<file path="src/rtl/semafor_pkg.sv">
// Shared constants for the semafor phase scheduler: state encodings,
// the lamp selector codes understood by semafor.Sel_in, and a small
// helper used to size the phase timer.
package semafor_pkg;

    // Scheduler state encodings (also exported on the phase debug port)
    localparam logic [2:0] ST_ALLRED_A = 3'd0;
    localparam logic [2:0] ST_GREEN_A  = 3'd1;
    localparam logic [2:0] ST_AMBER_A  = 3'd2;
    localparam logic [2:0] ST_ALLRED_B = 3'd3;
    localparam logic [2:0] ST_GREEN_B  = 3'd4;
    localparam logic [2:0] ST_AMBER_B  = 3'd5;
    localparam logic [2:0] ST_NIGHT    = 3'd6;

    // Selector codes decoded by semafor into lamp patterns
    localparam logic [1:0] SEL_ALLRED = 2'b00;
    localparam logic [1:0] SEL_A      = 2'b01;
    localparam logic [1:0] SEL_B      = 2'b10;
    localparam logic [1:0] SEL_AMBER  = 2'b11;

    function automatic int max3(input int a, input int b, input int c);
        int m;
        m = (a > b) ? a : b;
        return (m > c) ? m : c;
    endfunction

endpackage

</file>
<file path="src/rtl/semafor_tick_gen.sv">
// Prescaler producing a one-cycle tick every CLK_DIV clock cycles.
// The synchronous clear restarts the count so that a phase always
// begins with a full tick period.
module semafor_tick_gen #(
    parameter int CLK_DIV = 50_000_000
) (
    input  logic clk,
    input  logic clear,
    output logic tick
);

    localparam int             CW   = (CLK_DIV > 1) ? $clog2(CLK_DIV) : 1;
    localparam logic [CW-1:0]  LAST = CW'(CLK_DIV - 1);

    logic [CW-1:0] count;

    // Count 0..CLK_DIV-1, wrapping on the tick and restarting on clear
    always_ff @(posedge clk) begin
        if (clear || (count == LAST)) begin
            count <= '0;
        end else begin
            count <= count + 1'b1;
        end
    end

    assign tick = (count == LAST);

endmodule

</file>
<file path="src/rtl/semafor_ctrl.sv">
// Phase scheduler for the two-approach traffic light. Runs the fixed
// green -> amber -> all-red sequence, times phases in prescaled ticks and
// hands right-of-way between approaches A and B based on latched demand.
// Optional night flashing mode is compiled in with SEMAFOR_NIGHT_EN.
module semafor_ctrl
    import semafor_pkg::*;
#(
    parameter int CLK_DIV     = 50_000_000,
    parameter int T_MIN_GREEN = 5,
    parameter int T_MAX_GREEN = 20,
    parameter int T_AMBER     = 3,
    parameter int T_ALLRED    = 2
) (
    input  logic       clk,
    input  logic       reset_n,
    input  logic       req_a,
    input  logic       req_b,
`ifdef SEMAFOR_NIGHT_EN
    input  logic       night,
`endif
    output logic [1:0] sel_out,
    output logic [2:0] phase,
    output logic       pend_a,
    output logic       pend_b
);

    // The timer saturates at the longest phase length; for every legal
    // parameter set this is T_MAX_GREEN as far as green decisions go,
    // but it also keeps amber/all-red counts intact if they are longer.
    localparam int            TIMER_MAX = max3(T_MAX_GREEN, T_AMBER, T_ALLRED);
    localparam int            TW        = $clog2(TIMER_MAX + 1);
    localparam logic [TW-1:0] SAT_T     = TW'(TIMER_MAX);
    localparam logic [TW-1:0] MIN_G     = TW'(T_MIN_GREEN);
    localparam logic [TW-1:0] MAX_G     = TW'(T_MAX_GREEN);
    localparam logic [TW-1:0] AMB_T     = TW'(T_AMBER);
    localparam logic [TW-1:0] AR_T      = TW'(T_ALLRED);

    logic [2:0]    state;
    logic [2:0]    state_next;
    logic [TW-1:0] timer;
    logic [TW-1:0] elapsed;
    logic          tick;
    logic          enter;
    logic          run;
    logic          presc_clear;
    logic          flash;
    logic          night_go;
    logic          leave_for_night;
    logic          night_req;

`ifdef SEMAFOR_NIGHT_EN
    assign night_req = night;
`else
    assign night_req = 1'b0;
`endif

    assign enter       = (state_next != state);
    assign elapsed     = (timer == SAT_T) ? timer : timer + 1'b1;
    // run holds the prescaler at zero for the release edge, so the first
    // all-red after reset lasts a full T_ALLRED ticks from that edge
    assign presc_clear = !reset_n || !run || enter;

    semafor_tick_gen #(
        .CLK_DIV (CLK_DIV)
    ) u_tick_gen (
        .clk   (clk),
        .clear (presc_clear),
        .tick  (tick)
    );

    // Next-state selection, evaluated only on tick edges
    always_comb begin
        state_next      = state;
        leave_for_night = 1'b0;
        case (state)
            ST_ALLRED_A: begin
                if (tick && (elapsed >= AR_T)) begin
                    state_next = night_go ? ST_NIGHT : ST_GREEN_A;
                end
            end
            ST_GREEN_A: begin
                if (tick && night_req && (elapsed >= MIN_G)) begin
                    state_next      = ST_AMBER_A;
                    leave_for_night = 1'b1;
                end else if (tick && pend_b &&
                             ((!pend_a && (elapsed >= MIN_G)) || (elapsed >= MAX_G))) begin
                    state_next = ST_AMBER_A;
                end
            end
            ST_AMBER_A: begin
                if (tick && (elapsed >= AMB_T)) begin
                    state_next = ST_ALLRED_B;
                end
            end
            ST_ALLRED_B: begin
                if (tick && (elapsed >= AR_T)) begin
                    state_next = night_go ? ST_NIGHT : ST_GREEN_B;
                end
            end
            ST_GREEN_B: begin
                if (tick && night_req && (elapsed >= MIN_G)) begin
                    state_next      = ST_AMBER_B;
                    leave_for_night = 1'b1;
                end else if (tick && pend_a &&
                             ((!pend_b && (elapsed >= MIN_G)) || (elapsed >= MAX_G))) begin
                    state_next = ST_AMBER_B;
                end
            end
            ST_AMBER_B: begin
                if (tick && (elapsed >= AMB_T)) begin
                    state_next = ST_ALLRED_A;
                end
            end
            ST_NIGHT: begin
                if (tick && !night_req && !flash) begin
                    state_next = ST_ALLRED_A;
                end
            end
            default: state_next = ST_ALLRED_A;
        endcase
    end

    // State register, phase timer, night routing flag and flash phase
    always_ff @(posedge clk) begin
        if (!reset_n) begin
            state    <= ST_ALLRED_A;
            run      <= 1'b0;
            timer    <= '0;
            flash    <= 1'b0;
            night_go <= 1'b0;
        end else begin
            run   <= 1'b1;
            state <= state_next;
            if (enter) begin
                timer <= '0;
            end else if (tick) begin
                timer <= elapsed;
            end
            if (leave_for_night) begin
                night_go <= 1'b1;
            end else if (state_next == ST_NIGHT) begin
                night_go <= 1'b0;
            end
            if (enter) begin
                flash <= 1'b1;
            end else if (tick) begin
                flash <= ~flash;
            end
        end
    end

    // Demand latch for A: cleared when A gets green (same-cycle request
    // absorbed) and when night mode hands back to normal operation
    always_ff @(posedge clk) begin
        if (!reset_n) begin
            pend_a <= 1'b0;
        end else if (enter && (state_next == ST_GREEN_A)) begin
            pend_a <= 1'b0;
        end else if (enter && (state == ST_NIGHT)) begin
            pend_a <= 1'b0;
        end else if (req_a) begin
            pend_a <= 1'b1;
        end
    end

    // Demand latch for B, mirror of the A latch
    always_ff @(posedge clk) begin
        if (!reset_n) begin
            pend_b <= 1'b0;
        end else if (enter && (state_next == ST_GREEN_B)) begin
            pend_b <= 1'b0;
        end else if (enter && (state == ST_NIGHT)) begin
            pend_b <= 1'b0;
        end else if (req_b) begin
            pend_b <= 1'b1;
        end
    end

    // Selector decode straight from the state register, no output stage
    always_comb begin
        sel_out = SEL_ALLRED;
        case (state)
            ST_GREEN_A:             sel_out = SEL_A;
            ST_GREEN_B:             sel_out = SEL_B;
            ST_AMBER_A, ST_AMBER_B: sel_out = SEL_AMBER;
            ST_NIGHT:               sel_out = flash ? SEL_AMBER : SEL_ALLRED;
            default:                sel_out = SEL_ALLRED;
        endcase
    end

    assign phase = state;

endmodule

</file>
<file path="config.mk">
export PLATFORM = sky130hd
export DESIGN_NAME = semafor_ctrl
export DESIGN_NICKNAME = d
export VERILOG_FILES = /design/src/rtl/semafor_pkg.sv /design/src/rtl/semafor_tick_gen.sv /design/src/rtl/semafor_ctrl.sv
export SDC_FILE = /design/constraint.sdc
export NUM_CORES = 1
export LEC_CHECK = 0
export ABC_AREA = 0
export ABC_CLOCK_PERIOD_IN_PS = 2900
export BUFFER_PORTS_ARGS = -buffer_cell sky130_fd_sc_hd__buf_2
export CAP_MARGIN = 5
export CORE_ASPECT_RATIO = 1.1
export CORE_UTILIZATION = 55
export CTS_BUF_LIST = sky130_fd_sc_hd__clkbuf_16
export CTS_CLUSTER_SIZE = 16
export DETAILED_ROUTE_END_ITERATION = 8
export HOLD_SLACK_MARGIN = 0.05
export PLACE_DENSITY = 0.73
export SYNTH_ARGS = -nofsm -noshare
export SYNTH_HDL_FRONTEND = slang
export SYNTH_SLANG_ARGS = --single-unit
</file>
<file path="constraint.sdc">
create_clock -name clk -period 2.9 [get_ports clk]
set_clock_uncertainty 0.15 [all_clocks]
set_input_delay 0 -clock clk [delete_from_list [all_inputs] [get_ports clk]]
set_output_delay 0 -clock clk [all_outputs]
set_load 0.02 [all_outputs]
</file>
==> flow_summary.toml <==
[die]
die_h_um = 68.3
dieArea_um2 = 4250
pin_count = 11
die_width_um = 62.2
initial_core_util_pct = 58.7
core_um2 = 3740
placement_rows = 23

[finish]
layout-drive-gt1-share_pct = 13.3
multiInputGateArea_um2 = 1310
antennaDiodeCount = 0
fin_nets = 271
postLayoutCellArea_um2 = 2400
ff_latch_area_um2 = 762
filler_cell_count = 335
syn_to_final_growth_pct = 9.24

[synthesis]
async_flop_share_pct = 0
syn_inst = 252
netlist-cell-type-count = 50
synth_sequential_area_ratio_pct = 34.7
synth_ff_type = "sky130_fd_sc_hd__dfxtp_1"
postSynthNetCount = 261
synth-warning-count = 0
synth_seq_cells = 38
post_synth_instance_area_um2 = 2190
postSynthAreaPerCell_um2 = 8.71
synth-edff-count = 0

[setup_path]
critPathMaxFanout = 5
critical_path_class = "reg -> reg"
worst_setup_path_startpoint = "timer[0]$_SDFFE_PP0P_"
worstSetupStartpointType = "flip-flop"
crit_arrival_ns = 2.65
r2r-end = "timer[2]$_SDFFE_PP0P_"
r2r-start = "timer[0]$_SDFFE_PP0P_"
cp-end-kind = "flip-flop"
worst-endpoint-required_ns = 2.94
reg2reg_slack_ns = 0.29
timing.reg2reg.worst_path_depth = 9

[route]
detail_route.first_pass.iterations = 4
average_wire_per_cell_in_the_routed_design_um = 13.5
detail-route-antenna-nets = 0
totalWireLength_um = 4210
drc = 0
vias_per_cell = 5.76
via_count = 1802
detail_route.iter0.violations = 157

[placement]
dp_slack_ns = 0.258
placement.cell_area_um2 = 2230
gpl.final_weighted_congestion = 0.834
dp.final_hpwl_um = 2870
io_buffer_count = 10

[timing]
hold_violations = 0
period_needed_ns = 2.61
rsz0062_at_grt = "no"
final.setup.tns_ns = 0
final.period_utilization_pct = 89.9
setup-violations-final = 0
slew_viol_final = 0
worst_slew_margin_rel_pct = 56.1
postLayoutSetupSlackWorst_ns = 0.293
max_freq_mhz = 384
actual_transition_at_the_worst_max_transition_pin_ns = 0.657

[global_routing]
grt_antenna_before_repair = 0
largest_net_degree_at_the_start_of_global_routing = 27
globalRouteOverflowTotal = 0
grt_pass1_wl_um = 7090
grt_util_all_layers_pct = 21.6
number_of_global_route_vias_before_repair = 1599

[clock_tree]
tritoncts_num_sinks = 38
post_cts_buffers = 0
cts-root-to-sink-buffers = 2
tritoncts = "built"
clock_tree.root_cell = "sky130_fd_sc_hd__clkbuf_16"
cts.reportedPaths.clkPinSlew_ns = 0.05
tritoncts.num_buffers = 5
clock_insertion_delay_worst_skew_ns = 0.28
number_of_levels_the_h_tree_was_split_into = 2

[pwr]
vdd.ir_drop.worst_uv = 470
p_leak_nw = 0.873
total_power_w = 0.00105
power-per-cell-area_nw_per_um2 = 440

[job]
timing.max_cap.violations = 0

[outcome]
status = "complete, no violations"

[hold_path]
hold_path_class = "in -> reg"
hold_path.startpoint = "reset_n"
min_delay_worst_endpoint = "run$_DFF_P_"
timing.hold.worst_path_depth = 2
==> power by group <==
| part | leakage [nW] | total [W] | internal (W) | switching, W |
|---|---|---|---|---|
| clock network | 0.0663 | 0.000499 | 0.000309 | 0.000190 |
| registers | 0.308 | 0.000530 | 0.000527 | 0.00000387 |
| logic | 0.499 | 0.0000258 | 0.00000964 | 0.0000161 |
| total | 0.873 | 0.00105 | 0.000845 | 0.000210 |
==> registers in the layout (all words and copies together) (netlist names) <==
register,flops
timer,5
phase,3
pend_a,1
flash,1
run,1
u_tick_gen.count,26
pend_b,1
==> what timing repair did <==
item | 4_1_cts | 5_1_grt
gates resized for setup | 0 | 1
hold buffers | 3 | 0
endpoints found under the hold margin | 10 | 0
setup endpoints to repair | 0 | 1
==> per-stage QoR <==
| stage | hold WS [ns] | util [%] | cells |
|---|---|---|---|
| 3_3_place_gp | 0.00887 | 59.6 | 302 |
| 3_5_place_dp | 0.0150 | 59.6 | 302 |
| 2_1_floorplan | -0.122 | - | 252 |
| 6_report | 0.264 | 64.1 | 313 |
| 4_1_cts | 0.263 | 64.0 | 313 |
| 5_1_grt | 0.306 | 64.1 | 313 |
==> metal layers <==
| metal | part of all wire (%) | global-route usage (%) |
|---|---|---|
| met1 | 47 | 25.9 |
| met2 | 47 | 36.4 |
| met3 | 3.0 | 4.83 |
| met4 | 2.5 | 12.2 |
| met5 | 0 | 0 |
==> placed cells by master, fill, tap and decap left out, types with 7 or more instances in the layout <==
cell type,n
sky130_fd_sc_hd__nand3_1,14
sky130_fd_sc_hd__buf_2,10
sky130_fd_sc_hd__xor2_1,15
sky130_fd_sc_hd__nor3_1,7
sky130_fd_sc_hd__o21ai_0,10
sky130_fd_sc_hd__dfxtp_1,37
sky130_fd_sc_hd__nand2_1,17
sky130_fd_sc_hd__nor2_1,41
sky130_fd_sc_hd__a21oi_1,12
sky130_fd_sc_hd__xnor2_1,12
sky130_fd_sc_hd__and3_1,7
sky130_fd_sc_hd__inv_1,10
==> critical path: stages, from the launching register on <==
cell and delay (ns):
sky130_fd_sc_hd__dfxtp_1 0.42, sky130_fd_sc_hd__inv_1 0.13, sky130_fd_sc_hd__ha_1 0.26, sky130_fd_sc_hd__a21o_1 0.21
sky130_fd_sc_hd__a2111oi_4 0.40, sky130_fd_sc_hd__o41ai_4 0.12, sky130_fd_sc_hd__and3_1 0.17, sky130_fd_sc_hd__o21ai_1 0.22
sky130_fd_sc_hd__nand4_2 0.21, sky130_fd_sc_hd__a311oi_2 0.22
==> final cells by class <==
| class | instances | share of cell area (%) |
|---|---|---|
| repair buffers | 14 | 3.65 |
| inverters | 10 | 1.57 |
| clock inverters | 3 | 0.470 |
| clock buffers | 5 | 5.22 |
| well taps | 50 | 2.61 |
| multi-input cells | 193 | 54.7 |
| flip-flops and latches | 38 | 31.8 |
==> cell families after synthesis <==
logic type,share of synthesized area (%)
AOI/OAI and AO/OA,16.8
xor gates and xnor gates,10.8
adders and majority gates,2.85
buffers and inverters,5.59
DFF,34.7
muxes,0.912
and+or+nand+nor,28.4
==> how the worst max path moves through the flow <==
stage,endpoint,slack [ns]
3_3_place_gp,timer[2]$_SDFFE_PP0P_,0.31
6_report,timer[2]$_SDFFE_PP0P_,0.29
5_1_grt,timer[2]$_SDFFE_PP0P_,0.03
4_1_cts,timer[2]$_SDFFE_PP0P_,0.24
2_1_floorplan,timer[2]$_SDFFE_PP0P_,0.45
3_5_place_dp,timer[2]$_SDFFE_PP0P_,0.26
==> synth_stat cells, types with 3 or more instances <==
library cell / count / share of area, %
sky130_fd_sc_hd__o21ai_0: 10 / 2.3
sky130_fd_sc_hd__ha_1: 5 / 2.9
sky130_fd_sc_hd__dfxtp_1: 38 / 35
sky130_fd_sc_hd__clkbuf_1: 3 / 0.51
sky130_fd_sc_hd__a211oi_1: 3 / 1.0
sky130_fd_sc_hd__inv_1: 10 / 1.7
sky130_fd_sc_hd__xnor2_1: 12 / 4.8
sky130_fd_sc_hd__nand4_1: 5 / 1.4
sky130_fd_sc_hd__a21oi_1: 12 / 2.7
sky130_fd_sc_hd__nor2_1: 41 / 7.0
sky130_fd_sc_hd__nor3_1: 7 / 1.6
sky130_fd_sc_hd__and4_1: 5 / 2.0
sky130_fd_sc_hd__nand3_1: 14 / 3.2
sky130_fd_sc_hd__nand2_1: 17 / 2.9
sky130_fd_sc_hd__xor2_1: 15 / 6.0
sky130_fd_sc_hd__o211ai_1: 3 / 1.0
sky130_fd_sc_hd__a21o_1: 3 / 1.0
sky130_fd_sc_hd__buf_6: 5 / 2.6
sky130_fd_sc_hd__and3_1: 7 / 2.0
Note: power is estimated with default switching activity, not from simulation.
